$ cat src/rtl/serial_pkg.sv
// -----------------------------------------------------------------------------
// serial_pkg
// Shared definitions for the single-wire asynchronous serial link. Both the
// transmitter and the receiver import this package so that the frame state
// encoding and the line levels stay identical at both ends.
// No ports (package).
// -----------------------------------------------------------------------------
package serial_pkg;

  // Frame phases, in the order they appear on the line.
  typedef enum logic [2:0] {
    IDLE   = 3'd0,
    START  = 3'd1,
    DATA   = 3'd2,
    PARITY = 3'd3,
    STOP   = 3'd4
  } serial_state_e;

  // Line levels for the framing bits.
  localparam logic LINE_IDLE   = 1'b1;
  localparam logic START_LEVEL = 1'b0;
  localparam logic STOP_LEVEL  = 1'b1;

  // Parity over an up-to-32-bit word, with the odd/even selector folded in.
  // Unused upper bits must be zero so they do not disturb the result.
  function automatic logic calc_parity(input logic [31:0] word, input logic odd);
    calc_parity = (^word) ^ odd;
  endfunction

endpackage

$ cat src/rtl/serial_bit_timer.sv
// -----------------------------------------------------------------------------
// serial_bit_timer
// Counts clocks within one serial bit period. The count wraps from
// CLKS_PER_BIT-1 to 0 and each wrap ends one bit period.
// Ports:
//   clk     in  : rising-edge clock
//   rst_n   in  : synchronous active-low reset
//   run     in  : 1 = count; 0 = hold the count at 0
//   bit_end out : high in the last clock of a bit period (only while run=1)
// -----------------------------------------------------------------------------
module serial_bit_timer #(
  parameter int CLKS_PER_BIT = 10
) (
  input  logic clk,
  input  logic rst_n,
  input  logic run,
  output logic bit_end
);

  localparam int TW = (CLKS_PER_BIT > 1) ? $clog2(CLKS_PER_BIT) : 1;
  localparam logic [TW-1:0] LAST_TICK = TW'(CLKS_PER_BIT - 1);

  logic [TW-1:0] tick_q;
  logic [TW-1:0] tick_d;

  // Next tick count: cleared while stopped, wraps at the end of each bit.
  always_comb begin
    tick_d = {TW{1'b0}};
    if (!run) begin
      tick_d = {TW{1'b0}};
    end else if (tick_q == LAST_TICK) begin
      tick_d = {TW{1'b0}};
    end else begin
      tick_d = tick_q + TW'(1);
    end
  end

  assign bit_end = run && (tick_q == LAST_TICK);

  // Tick counter register.
  always_ff @(posedge clk) begin
    if (!rst_n) begin
      tick_q <= {TW{1'b0}};
    end else begin
      tick_q <= tick_d;
    end
  end

endmodule

$ cat src/rtl/serial_transmitter.sv
// -----------------------------------------------------------------------------
// serial_transmitter
// Parallel-to-serial transmitter. Accepts a word through a valid/ready
// handshake and sends it as one frame: start bit (0), data LSB first,
// optional parity bit, then STOP_BITS stop bits (1). Idle line is high.
// Ports:
//   clk         in  : rising-edge clock
//   rst_n       in  : synchronous active-low reset
//   data_in     in  : word to send, sampled on the acceptance edge only
//   data_valid  in  : a word is offered on data_in
//   ready       out : block can accept a word this cycle (high only in IDLE)
//   serial_line out : registered serial output, idle high
//   frame_done  out : one-cycle pulse in the first IDLE cycle after a frame
// -----------------------------------------------------------------------------
module serial_transmitter
  import serial_pkg::*;
#(
  parameter int DATA_WIDTH   = 8,
  parameter int CLKS_PER_BIT = 10,
  parameter int PARITY_EN    = 0,
  parameter int PARITY_ODD   = 0,
  parameter int STOP_BITS    = 1
) (
  input  logic                  clk,
  input  logic                  rst_n,
  input  logic [DATA_WIDTH-1:0] data_in,
  input  logic                  data_valid,
  output logic                  ready,
  output logic                  serial_line,
  output logic                  frame_done
);

  localparam int BW = (DATA_WIDTH > 0) ? $clog2(DATA_WIDTH + 1) : 1;
  localparam logic [BW-1:0] LAST_DATA = BW'(DATA_WIDTH - 1);
  localparam logic [BW-1:0] LAST_STOP = BW'(STOP_BITS - 1);
  localparam logic PAR_ODD_BIT = (PARITY_ODD != 0) ? 1'b1 : 1'b0;

  serial_state_e         state_q, state_d;
  logic [DATA_WIDTH-1:0] shift_q, shift_d;
  logic [BW-1:0]         bit_cnt_q, bit_cnt_d;
  logic                  par_q, par_d;
  logic                  line_q, line_d;
  logic                  ready_q, ready_d;
  logic                  frame_done_q, frame_done_d;
  logic                  bit_end_s;

  // The timer only runs while a frame is on the line, so every phase
  // starts with a fresh, full-length bit period.
  serial_bit_timer #(
    .CLKS_PER_BIT(CLKS_PER_BIT)
  ) u_bit_timer (
    .clk    (clk),
    .rst_n  (rst_n),
    .run    (state_q != IDLE),
    .bit_end(bit_end_s)
  );

  // Next-state, shift register, bit counter and parity.
  always_comb begin
    state_d   = state_q;
    shift_d   = shift_q;
    bit_cnt_d = bit_cnt_q;
    par_d     = par_q;
    case (state_q)
      IDLE: begin
        if (data_valid && ready_q) begin
          state_d   = START;
          shift_d   = data_in;
          par_d     = calc_parity(32'(data_in), PAR_ODD_BIT);
          bit_cnt_d = {BW{1'b0}};
        end else begin
          state_d = IDLE;
        end
      end
      START: begin
        if (bit_end_s) begin
          state_d = DATA;
        end else begin
          state_d = START;
        end
      end
      DATA: begin
        if (bit_end_s) begin
          shift_d = shift_q >> 1;
          if (bit_cnt_q == LAST_DATA) begin
            bit_cnt_d = {BW{1'b0}};
            state_d   = (PARITY_EN != 0) ? PARITY : STOP;
          end else begin
            bit_cnt_d = bit_cnt_q + BW'(1);
          end
        end else begin
          state_d = DATA;
        end
      end
      PARITY: begin
        if (bit_end_s) begin
          state_d = STOP;
        end else begin
          state_d = PARITY;
        end
      end
      STOP: begin
        // The bit counter is reused to count stop bits.
        if (bit_end_s) begin
          if (bit_cnt_q == LAST_STOP) begin
            bit_cnt_d = {BW{1'b0}};
            state_d   = IDLE;
          end else begin
            bit_cnt_d = bit_cnt_q + BW'(1);
          end
        end else begin
          state_d = STOP;
        end
      end
      default: begin
        state_d   = IDLE;
        bit_cnt_d = {BW{1'b0}};
      end
    endcase
  end

  // Outputs are decoded from the next state so that the registered line
  // changes on the same edge as the state, with no extra cycle of lag.
  always_comb begin
    line_d = LINE_IDLE;
    case (state_d)
      IDLE:    line_d = LINE_IDLE;
      START:   line_d = START_LEVEL;
      DATA:    line_d = shift_d[0];
      PARITY:  line_d = par_d;
      STOP:    line_d = STOP_LEVEL;
      default: line_d = LINE_IDLE;
    endcase
    ready_d      = (state_d == IDLE);
    frame_done_d = (state_q == STOP) && (state_d == IDLE);
  end

  // State and output registers; reset drives the line straight to idle.
  always_ff @(posedge clk) begin
    if (!rst_n) begin
      state_q      <= IDLE;
      shift_q      <= {DATA_WIDTH{1'b0}};
      bit_cnt_q    <= {BW{1'b0}};
      par_q        <= 1'b0;
      line_q       <= LINE_IDLE;
      ready_q      <= 1'b1;
      frame_done_q <= 1'b0;
    end else begin
      state_q      <= state_d;
      shift_q      <= shift_d;
      bit_cnt_q    <= bit_cnt_d;
      par_q        <= par_d;
      line_q       <= line_d;
      ready_q      <= ready_d;
      frame_done_q <= frame_done_d;
    end
  end

  assign serial_line = line_q;
  assign ready       = ready_q;
  assign frame_done  = frame_done_q;

endmodule

$ cat config.mk
export PLATFORM = sky130hd
export DESIGN_NAME = serial_transmitter
export DESIGN_NICKNAME = d
export VERILOG_FILES = /design/src/rtl/serial_pkg.sv /design/src/rtl/serial_bit_timer.sv /design/src/rtl/serial_transmitter.sv
export SDC_FILE = /design/constraint.sdc
export NUM_CORES = 1
export LEC_CHECK = 0
export CELL_PAD_IN_SITES_DETAIL_PLACEMENT = 1
export CELL_PAD_IN_SITES_GLOBAL_PLACEMENT = 1
export CORE_MARGIN = 10
export CORE_UTILIZATION = 40
export CTS_CLUSTER_SIZE = 25
export DETAILED_ROUTE_END_ITERATION = 12
export MAX_ROUTING_LAYER = met4
export PLACE_DENSITY = 0.73
export SLEW_MARGIN = 20
export SYNTH_ARGS = -nofsm -noshare
export SYNTH_HDL_FRONTEND = slang
export SYNTH_SLANG_ARGS = --single-unit
$ cat constraint.sdc
create_clock -name clk -period 2.35 [get_ports clk]
set_input_delay 0.705 -clock clk [delete_from_list [all_inputs] [get_ports clk]]
set_output_delay 0.705 -clock clk [all_outputs]
set_load 0.02 [all_outputs]
==> impl_metrics.json <==
{
  "firstDrtPassIters": 4,
  "leakage_nw": 0.5522,
  "grt_pass1_wl_um": 4919,
  "async_flop_share_pct": 0,
  "vdd_ir_drop_max_mv": 0.2276,
  "final_common_cell": "dfxtp_1",
  "cts_buffer_depth": 2,
  "yosysTopAreaCell": "dfxtp_1",
  "max_stage_delay_ns": 0.63,
  "overflow": 0,
  "gp_congestion": 0.7951,
  "cts-resized-gates": 0,
  "clk_latency_ns": 0.34,
  "port_buffers": 13,
  "clk_pin_slew_worst_paths_ns": 0.15,
  "rsz0062_at_grt": "false",
  "fin_area_um2": 1468,
  "crit_buf_inv": 1,
  "seq_area_frac_synth_pct": 36.76,
  "num-nets-final": 168,
  "synth-main-ff-cell": "dfxtp_1",
  "top_layer": "met4",
  "core_region_area_um2": 3028,
  "dpl.hpwl_um": 2301,
  "clk_root_buffer_cell": "clkbuf_4",
  "grt_max_degree": 15,
  "fmax_mhz": 484.2,
  "slowest_stage": "clkdlybuf4s50_1",
  "cap_violations": 0,
  "reg2reg_slack_ns": 0.44,
  "yosys-top-cells-area": "dfxtp_1 (37%), xnor2_1 (5.6%), a22oi_1 (4.8%)",
  "initial_utilization_pct": 41.36,
  "fin_skew_ns": 0.01684,
  "layout-drive-gt1-share_pct": 13.16,
  "p_total_mw": 0.8211,
  "syn_area_um2": 1252,
  "grtUsageTotal_pct": 10.33,
  "wl_met1_um": 1239,
  "grt_pass1_vias": 1108,
  "synthesis.nets": 151,
  "met2WireLength_um": 1533,
  "cp_max_fo": 4,
  "status": "completed",
  "hold_path.class": "flip-flop to flip-flop",
  "yosysTopAreaCellShare_pct": 36.76,
  "via_count": 1029,
  "finalHoldViolCount": 0,
  "cts_max_level": 1,
  "path_cells": "clkdlybuf4s50_1",
  "path_class": "flip-flop to output pin",
  "antenna_found_initial": 0,
  "finalCritPeriodShare_pct": 87.88,
  "syn_to_final_growth_pct": 17.18,
  "wl_per_cell_um": 14.73,
  "antenna_left": 0,
  "pre_cts_ws_ns": -0.01053,
  "relSlewSlack_pct": 71.31,
  "final_cell_mix": "dfxtp_1 (23), nand2_1 (15), clkdlybuf4s50_1 (13)",
  "die_w_um": 75.96,
  "met3_wirelength_um": 88,
  "ys_warn_count": 0,
  "yosys_register_bits": 23,
  "drt_iter0_drc": 44,
  "viasPerCell": 5.250,
  "synth_edf_count": 0,
  "layout_min_cycle_time_ns": 2.065,
  "slew_viol_final": 0,
  "rows": 20,
  "cts_made_buffers": 3,
  "start_kind": "flip-flop",
  "cp.arrival_ns": 1.36,
  "syn_inst": 136,
  "cp.required_ns": 1.64,
  "routed_wl_um": 2888,
  "synth_area_per_cell_um2": 9.209,
  "diodes": 0,
  "crit_family": "buffers and inverters",
  "setup_viol": 0,
  "postCtsSetupRepairBufs": 0,
  "io_pins": 14,
  "end_kind": "output pin",
  "fin_util_pct": 48.47,
  "worst_slew_pin_slew_ns": 0.4237,
  "cellPowerDensity_nw_per_um2": 559.5,
  "ys_types": 42,
  "setup_slack_ns": 0.2847,
  "cts.sinks": 23,
  "hold_buffers": 0,
  "cts_tree": "built",
  "die-area_um2": 5769,
  "drc_errors": 0,
  "post_dp_cell_area_um2": 1438,
  "die_h_um": 75.96
}
[worst register-to-register path, stage by stage, from the launching register on]
cell	delay [ns]
dfxtp_1	0.61
nor3b_2	0.41
a22oi_1	0.18
or4_1	0.50
a21boi_1	0.16
[Yosys cell counts (2+ instances only)]
cell type  number
o311ai_1        2
nor2b_1         5
ha_1            4
inv_1           6
a22oi_1         8
and2_1          4
clkbuf_1        3
nor3b_2         2
a21boi_1        3
buf_4           2
o21ai_0         3
nand3_1         2
nor2_1          8
xor2_1          2
xnor2_1         8
nand2_1        15
and3_1          3
a21oi_1         2
mux2i_1         3
nor3_1          2
a21boi_0        6
dfxtp_1        23
[per-stage QoR]
stage	hold WS [ns]	TNS [ns]	cells
after floorplan	0.4334	0	136
after global placement	0.4530	0	192
after detailed placement	0.4640	-0.01053	192
after CTS	0.4845	0	196
after global routing	0.5010	0	196
final	0.4799	0	196
[power by group]
group          internal, mW  leakage (nW)  switching, mW  total (mW)
registers             0.416         0.187         0.0222       0.438
clock network        0.0655        0.0139          0.138       0.204
logic                0.0929         0.351         0.0865       0.179
[worst paths after layout]
check / cells past startpoint / startpoint / end
max: 1 / ready / ready
min reg2reg: 2 / shift_q[4] / shift_q[4]
min: 2 / shift_q[4] / shift_q[4]
max reg2reg: 4 / state_q[1] / bit_cnt_q[3]
[sequential cells by signal, indices dropped and copies added, names as in the netlist]
signal              cells
u_bit_timer.tick_q      4
shift_q                 8
frame_done              1
bit_cnt_q               4
serial_line             1
par_q                   1
ready                   1
state_q                 3
[final cells by class]
cell class	instances	area, um2
fill	368	1560
tap	44	55.05
timing repair buffer	19	175.2
sequential	23	460.4
multi-input combinational	100	724.4
clock buffer	3	22.52
clock inverter	1	7.507
inverter	6	22.52
[per-layer routing]
metal / vias to the layer above / GRT usage [%]
li1: 510 / -
met1: 502 / 10.92
met2: 14 / 18.45
met3: 3 / 2.594
met4: 0 / 3.030
met5: - / -
[cells by family (layout without fill, tap and decap cells)]
logic type | after synthesis | in the layout | synth area share [%]
adder cells (fa/ha/maj) | 4 | 4 | 3.996
XOR/XNOR | 10 | 10 | 6.993
flip-flops | 23 | 23 | 36.76
multiplexers | 3 | 3 | 2.398
buffers and inverters | 13 | 29 | 5.394
AO/OA/AOI/OAI | 34 | 34 | 21.38
AND/OR/NAND/NOR | 49 | 49 | 23.08
(Power assumes the default switching activity.)
